<file path="config.mk">
export PLATFORM = sky130hd
export DESIGN_NAME = dnn_cmd_decoder
export DESIGN_NICKNAME = d
export VERILOG_FILES = /design/src/rtl/dnn_pkg.sv /design/src/rtl/dnn_cmd_fifo.sv /design/src/rtl/dnn_cmd_decoder.sv
export SDC_FILE = /design/constraint.sdc
export NUM_CORES = 1
export LEC_CHECK = 0
export ABC_AREA = 1
export BUFFER_PORTS_ARGS = -buffer_cell sky130_fd_sc_hd__clkbuf_2
export CORE_MARGIN = 2
export CORE_UTILIZATION = 30
export DETAILED_ROUTE_END_ITERATION = 10
export MAX_ROUTING_LAYER = met4
export PLACE_DENSITY_LB_ADDON = 0.2
export SETUP_SLACK_MARGIN = 0.2
export SLEW_MARGIN = 10
export SYNTH_ARGS = -nofsm -noshare
export SYNTH_HDL_FRONTEND = slang
export SYNTH_SLANG_ARGS = --single-unit
</file>
<file path="constraint.sdc">
create_clock -name clk -period 3.95 [get_ports clk]
set_clock_uncertainty 0.05 [all_clocks]
set_input_delay 0.5925 -clock clk [delete_from_list [all_inputs] [get_ports clk]]
set_output_delay 0.5925 -clock clk [all_outputs]
set_load 0.1 [all_outputs]
</file>
<file path="src/rtl/dnn_pkg.sv">
// Shared types for the CPU->DNN command decoder: opcodes, decoded command
// record, target encodings and decoder FSM states.
package dnn_pkg;

   typedef enum logic [1:0] {
      LDW = 2'd0,
      LDI = 2'd1,
      RUN = 2'd2,
      ST  = 2'd3
   } dnn_op_e;

   typedef enum logic [1:0] {
      S_IDLE      = 2'd0,
      S_ISSUE     = 2'd1,
      S_WAIT_DONE = 2'd2
   } dnn_state_e;

   localparam logic [1:0] DNN_TGT_CORE1 = 2'b01;
   localparam logic [1:0] DNN_TGT_CORE2 = 2'b10;

   localparam int DNN_INST_W = 32;
   localparam int DNN_ADDR_W = 16;
   localparam int DNN_LEN_W  = 9;

   typedef struct packed {
      logic [1:0]            target;
      dnn_op_e               op;
      logic [DNN_ADDR_W-1:0] addr;
      logic [DNN_LEN_W-1:0]  len;
   } dnn_cmd_t;

   // Only the two DNN core encodings are routed to the accelerator.
   function automatic logic dnn_is_dnn_inst(input logic [1:0] tgt);
      return (tgt == DNN_TGT_CORE1) || (tgt == DNN_TGT_CORE2);
   endfunction

endpackage

</file>
<file path="src/rtl/dnn_cmd_fifo.sv">
// Synchronous instruction FIFO with wrap-bit pointers and async active-low reset.
// Push is expected to be gated by full outside this block.
module dnn_cmd_fifo #(
   parameter int DEPTH = 4,
   parameter int WIDTH = 32
) (
   input  logic             clk,
   input  logic             rst_n,
   input  logic             push,
   input  logic [WIDTH-1:0] wdata,
   input  logic             pop,
   output logic [WIDTH-1:0] rdata,
   output logic             full,
   output logic             empty
);

   localparam int AW = $clog2(DEPTH);

   logic [WIDTH-1:0] mem_q [DEPTH];
   logic [AW:0]      wr_ptr_q;
   logic [AW:0]      rd_ptr_q;

   // Storage is not reset: entries are only ever read behind a valid write.
   always_ff @(posedge clk) begin
      if (push) begin
         mem_q[wr_ptr_q[AW-1:0]] <= wdata;
      end
   end

   always_ff @(posedge clk or negedge rst_n) begin
      if (!rst_n) begin
         wr_ptr_q <= '0;
         rd_ptr_q <= '0;
      end else begin
         if (push) begin
            wr_ptr_q <= wr_ptr_q + 1'b1;
         end
         if (pop) begin
            rd_ptr_q <= rd_ptr_q + 1'b1;
         end
      end
   end

   assign rdata = mem_q[rd_ptr_q[AW-1:0]];
   assign empty = (wr_ptr_q == rd_ptr_q);
   assign full  = (wr_ptr_q[AW] != rd_ptr_q[AW]) &&
                  (wr_ptr_q[AW-1:0] == rd_ptr_q[AW-1:0]);

endmodule

</file>
<file path="src/rtl/dnn_cmd_decoder.sv">
// Accelerator-side receiver: buffers DNN instructions, decodes and issues them,
// serializing RUN on dnn_done. Optional perf counters under DNN_DEC_PERF_EN.
module dnn_cmd_decoder
   import dnn_pkg::*;
#(
   parameter int FIFO_DEPTH = 4,
   parameter int ADDR_W     = 16,
   parameter int LEN_W      = 9
) (
   input  logic              clk,
   input  logic              rst_n,
   input  logic [31:0]       instruction_to_dnn,
   input  logic              inst_valid,
   output logic              dnn_stall,
   output logic              cmd_valid,
   input  logic              cmd_ready,
   output logic [1:0]        cmd_target,
   output logic [1:0]        cmd_op,
   output logic [ADDR_W-1:0] cmd_addr,
   output logic [LEN_W-1:0]  cmd_len,
   input  logic              dnn_done,
   output logic              busy,
   output logic              err,
   input  logic              err_clr,
   output logic [31:0]       perf_cmd_cnt,
   output logic [31:0]       perf_busy_cnt
);

   logic                  fifo_push;
   logic                  fifo_pop;
   logic                  fifo_full;
   logic                  fifo_empty;
   logic [DNN_INST_W-1:0] head_word;
   logic                  head_illegal;
   dnn_cmd_t              head_cmd;

   dnn_state_e            state_q;
   dnn_cmd_t              cmd_q;
   logic                  cmd_valid_q;
   logic                  err_q;
   logic                  busy_w;

   assign fifo_push = inst_valid && dnn_is_dnn_inst(instruction_to_dnn[1:0]) && !fifo_full;
   assign fifo_pop  = (state_q == S_IDLE) && !fifo_empty;

   dnn_cmd_fifo #(
      .DEPTH (FIFO_DEPTH),
      .WIDTH (DNN_INST_W)
   ) u_fifo (
      .clk   (clk),
      .rst_n (rst_n),
      .push  (fifo_push),
      .wdata (instruction_to_dnn),
      .pop   (fifo_pop),
      .rdata (head_word),
      .full  (fifo_full),
      .empty (fifo_empty)
   );

   // The op field is 5 bits wide on the wire; only 0..3 are defined.
   assign head_illegal = (head_word[6:2] > 5'd3);

   always_comb begin
      head_cmd.target = head_word[1:0];
      head_cmd.op     = dnn_op_e'(head_word[3:2]);
      head_cmd.addr   = head_word[31:16];
      head_cmd.len    = head_word[15:7];
   end

   always_ff @(posedge clk or negedge rst_n) begin
      if (!rst_n) begin
         state_q     <= S_IDLE;
         cmd_q       <= '0;
         cmd_valid_q <= 1'b0;
         err_q       <= 1'b0;
      end else begin
         if (err_clr) begin
            err_q <= 1'b0;
         end
         case (state_q)
            S_IDLE: begin
               if (fifo_pop) begin
                  if (head_illegal) begin
                     err_q <= 1'b1;
                  end else begin
                     cmd_q       <= head_cmd;
                     cmd_valid_q <= 1'b1;
                     state_q     <= S_ISSUE;
                  end
               end
            end
            S_ISSUE: begin
               if (cmd_ready) begin
                  cmd_valid_q <= 1'b0;
                  state_q     <= (cmd_q.op == RUN) ? S_WAIT_DONE : S_IDLE;
               end
            end
            S_WAIT_DONE: begin
               if (dnn_done) begin
                  state_q <= S_IDLE;
               end
            end
            default: begin
               state_q     <= S_IDLE;
               cmd_valid_q <= 1'b0;
            end
         endcase
      end
   end

   assign busy_w     = (state_q != S_IDLE) || !fifo_empty;
   assign busy       = busy_w;
   assign err        = err_q;
   assign dnn_stall  = fifo_full;
   assign cmd_valid  = cmd_valid_q;
   assign cmd_target = cmd_q.target;
   assign cmd_op     = cmd_q.op;
   assign cmd_addr   = ADDR_W'(cmd_q.addr);
   assign cmd_len    = LEN_W'(cmd_q.len);

`ifdef DNN_DEC_PERF_EN
   logic [31:0] perf_cmd_q;
   logic [31:0] perf_cmd_d;
   logic [31:0] perf_busy_q;
   logic [31:0] perf_busy_d;

   always_comb begin
      perf_cmd_d  = perf_cmd_q + ((cmd_valid_q && cmd_ready) ? 32'd1 : 32'd0);
      perf_busy_d = perf_busy_q + (busy_w ? 32'd1 : 32'd0);
   end

   always_ff @(posedge clk or negedge rst_n) begin
      if (!rst_n) begin
         perf_cmd_q  <= '0;
         perf_busy_q <= '0;
      end else begin
         perf_cmd_q  <= perf_cmd_d;
         perf_busy_q <= perf_busy_d;
      end
   end

   assign perf_cmd_cnt  = perf_cmd_q;
   assign perf_busy_cnt = perf_busy_q;
`else
   assign perf_cmd_cnt  = '0;
   assign perf_busy_cnt = '0;
`endif

endmodule

</file>
==> impl_results.md <==
* Fraction of layout cells with a size suffix above 1 at 18.4%
* Root buf cell: clkbuf_16
* Clock sink count at 167
* Max Clock Freq at 0.301 GHz
* Worst skew pair latency at 420 ps
* Max-capacitance violation count at 0
* Average cell area after synthesis at 12.0 um2
* Final GP Congestion at 0.722
* Residual DRC count at 0
* Hpwl dp at 8810 um
* Library cells used by synthesis at 24
* Initial antenna violation count at 1
* CTS buffer count at 17
* Worst-margin pin slew at 1180 ps
* Detailed Routing Iterations Pass 1 at 4
* Setup-failing EPs final at 0
* Max_slew headroom at 21.1%
* Worst hold path class: input port to asynchronous set/reset pin
* GRT Util Overall at 13.1%
* Die area at 24100 um2
* CTS clk-pin slew, worst paths at 70 ps
* I/O Pins at 135
* Area growth from synthesis to layout at 14.5%
* Setup Buffers After CTS at 0
* Nets at 683
* Worst EP required at 4210 ps
* Core Rows at 55
* Total wire length at 15000 um
* Dpl ws at 585 ps
* Critical Path Source: u_fifo.rd_ptr_q[0]
* Port Buf Inserts at 70
* Initial Util at 30.4%
* Resize count post-CTS at 0
* Core area at 22600 um2
* Die width at 155 um
* Drt initial violations at 250
* Seq cells post-synth at 167
* CTS H-tree depth at 4
* Routed WL per cell at 15.9 um
* CP max FO at 61
* Tcrit/Tclk final at 84.0%
* Post-route setup slack at 631 ps
* RSZ-0062 raised after global routing: false
* Vias in the first global route at 4023
* Worst Setup End Kind: flip-flop
* CTS tree: built
* Yosys warning count at 0
* Post-synthesis sequential area ratio at 70.3%
* Via-per-instance ratio at 4.40
* Synthesized instance count at 572
* Outcome: finished clean
* Die Y at 155 um
* Final Slew Violations at 0
* Mapped Area at 6860 um2
* Setup tns final at 0 ps
* FF-to-FF Start: u_fifo.rd_ptr_q[0]
* Min cycle time layout at 3320 ps
* Final hold vios at 0
* Global-route wire length before repair at 22700 um
* Maximum buffer depth of the clock tree at 2
* Remaining Overflow, GRT at 0
* Critical path class: flip-flop to flip-flop
* Crit path launch type: flip-flop
* Remaining antenna violation count after routing at 0
* Largest net degree at the start of global routing at 62
* Total number of vias at 4130
* Fillcell total at 2222
* Hold Buf Count CTS at 0
* Worst Path Arrival at 3580 ps
==> registers in the layout (all words and copies together), names as in the netlist <==
register,flops
cmd_op,2
err,1
u_fifo.rd_ptr_q,3
state_q,2
cmd_valid,1
cmd_len,9
u_fifo.wr_ptr_q,3
cmd_target,2
cmd_addr,16
u_fifo.mem_q,128
==> kinds of logic (layout without fill, tap and decap cells) <==
family | count (synthesis) | after routing | share of synthesized area, %
other | 1 | 65 | 0.0547
XOR/XNOR | 3 | 3 | 0.383
adder cells (fa/ha/maj) | 5 | 5 | 0.912
AO/OA/AOI/OAI | 94 | 94 | 7.39
flip-flops | 167 | 167 | 70.3
AND/OR/NAND/NOR | 196 | 196 | 11.3
buffers and inverters | 106 | 124 | 9.71
==> Yosys cell counts <==
cell type	instances	share of area, %
o22ai_1	29	2.6
nand3_2	1	0.15
ha_1	5	0.91
nor4_1	1	0.091
clkbuf_1	15	0.82
nand2_1	107	5.9
nor2_1	75	4.1
nand4_1	2	0.18
nand3_1	5	0.36
inv_1	14	0.77
inv_2	3	0.16
or2_2	2	0.18
buf_2	7	0.51
conb_1	1	0.055
nand2_2	1	0.091
nor2_4	1	0.16
nor3_1	1	0.073
buf_4	65	7.1
dfrtp_1	39	14
xor2_1	3	0.38
a21oi_1	3	0.22
edfxtp_1	128	56
o21ai_0	62	4.5
buf_6	2	0.33
==> layout make-up <==
class                      instances  area (um2)  share of cell area, %
sequential                       167        4820                   61.4
multi-input combinational        362        1640                   20.9
clock buffer                      17         425                   5.42
timing repair buffer              75         388                   4.94
tap                              285         357                   4.54
clock inverter                    15         155                   1.98
inverter                          17        63.8                  0.813
antenna                            1        2.50                 0.0319
==> per-layer routing <==
metal	wire, um	track usage, %	vias up
met5	0	-	-
met4	272	5.64	0
met3	564	2.65	13
met2	7520	22.0	136
met1	6620	15.2	2002
li1	-	-	1979
==> cell usage in the layout, fill, tap and decap left out, types with 6 or more instances in the layout <==
cell type / n
edfxtp_1: 128
nand2_1: 107
nor2_1: 71
clkbuf_2: 70
conb_1: 64
o21ai_0: 62
dfrtp_1: 38
o22ai_1: 29
clkbuf_16: 17
inv_1: 14
inv_6: 6
==> final timing paths <==
path | to | slack (ps) | cells past startpoint
max | cmd_addr[6] | 630 | 10
min | cmd_len[4] | 110 | 1
max reg2reg | cmd_addr[6] | 630 | 10
min reg2reg | cmd_addr[11] | 420 | 2
max in group asynchronous | cmd_addr[14] | 3000 | 2
min in group clk | err | 300 | 2
==> per-stage QoR <==
stage | hold WS, ps | util, % | instances | instance area [um2]
final | 112 | 34.8 | 939 | 7850
after floorplan | 247 | - | 635 | 7090
after CTS | 117 | 34.8 | 938 | 7850
after global routing | 151 | 34.8 | 939 | 7850
after detailed placement | 409 | 32.2 | 906 | 7270
after global placement | 408 | 32.2 | 906 | 7270
==> critical path, cell delays in order (launching register included) <==
cell and delay [ps]:
dfrtp_2 850, inv_2 60, buf_4 340, nor2_1 180, nand2_1 60, nand3_1 60, nand2_1 120, nor2_4 710
inv_2 500, nand2_1 170, nand2_1 60
Power is left out: the tool's default activity adds up to more than one toggle a clock period on the data nets, which glitch-free logic cannot reach.
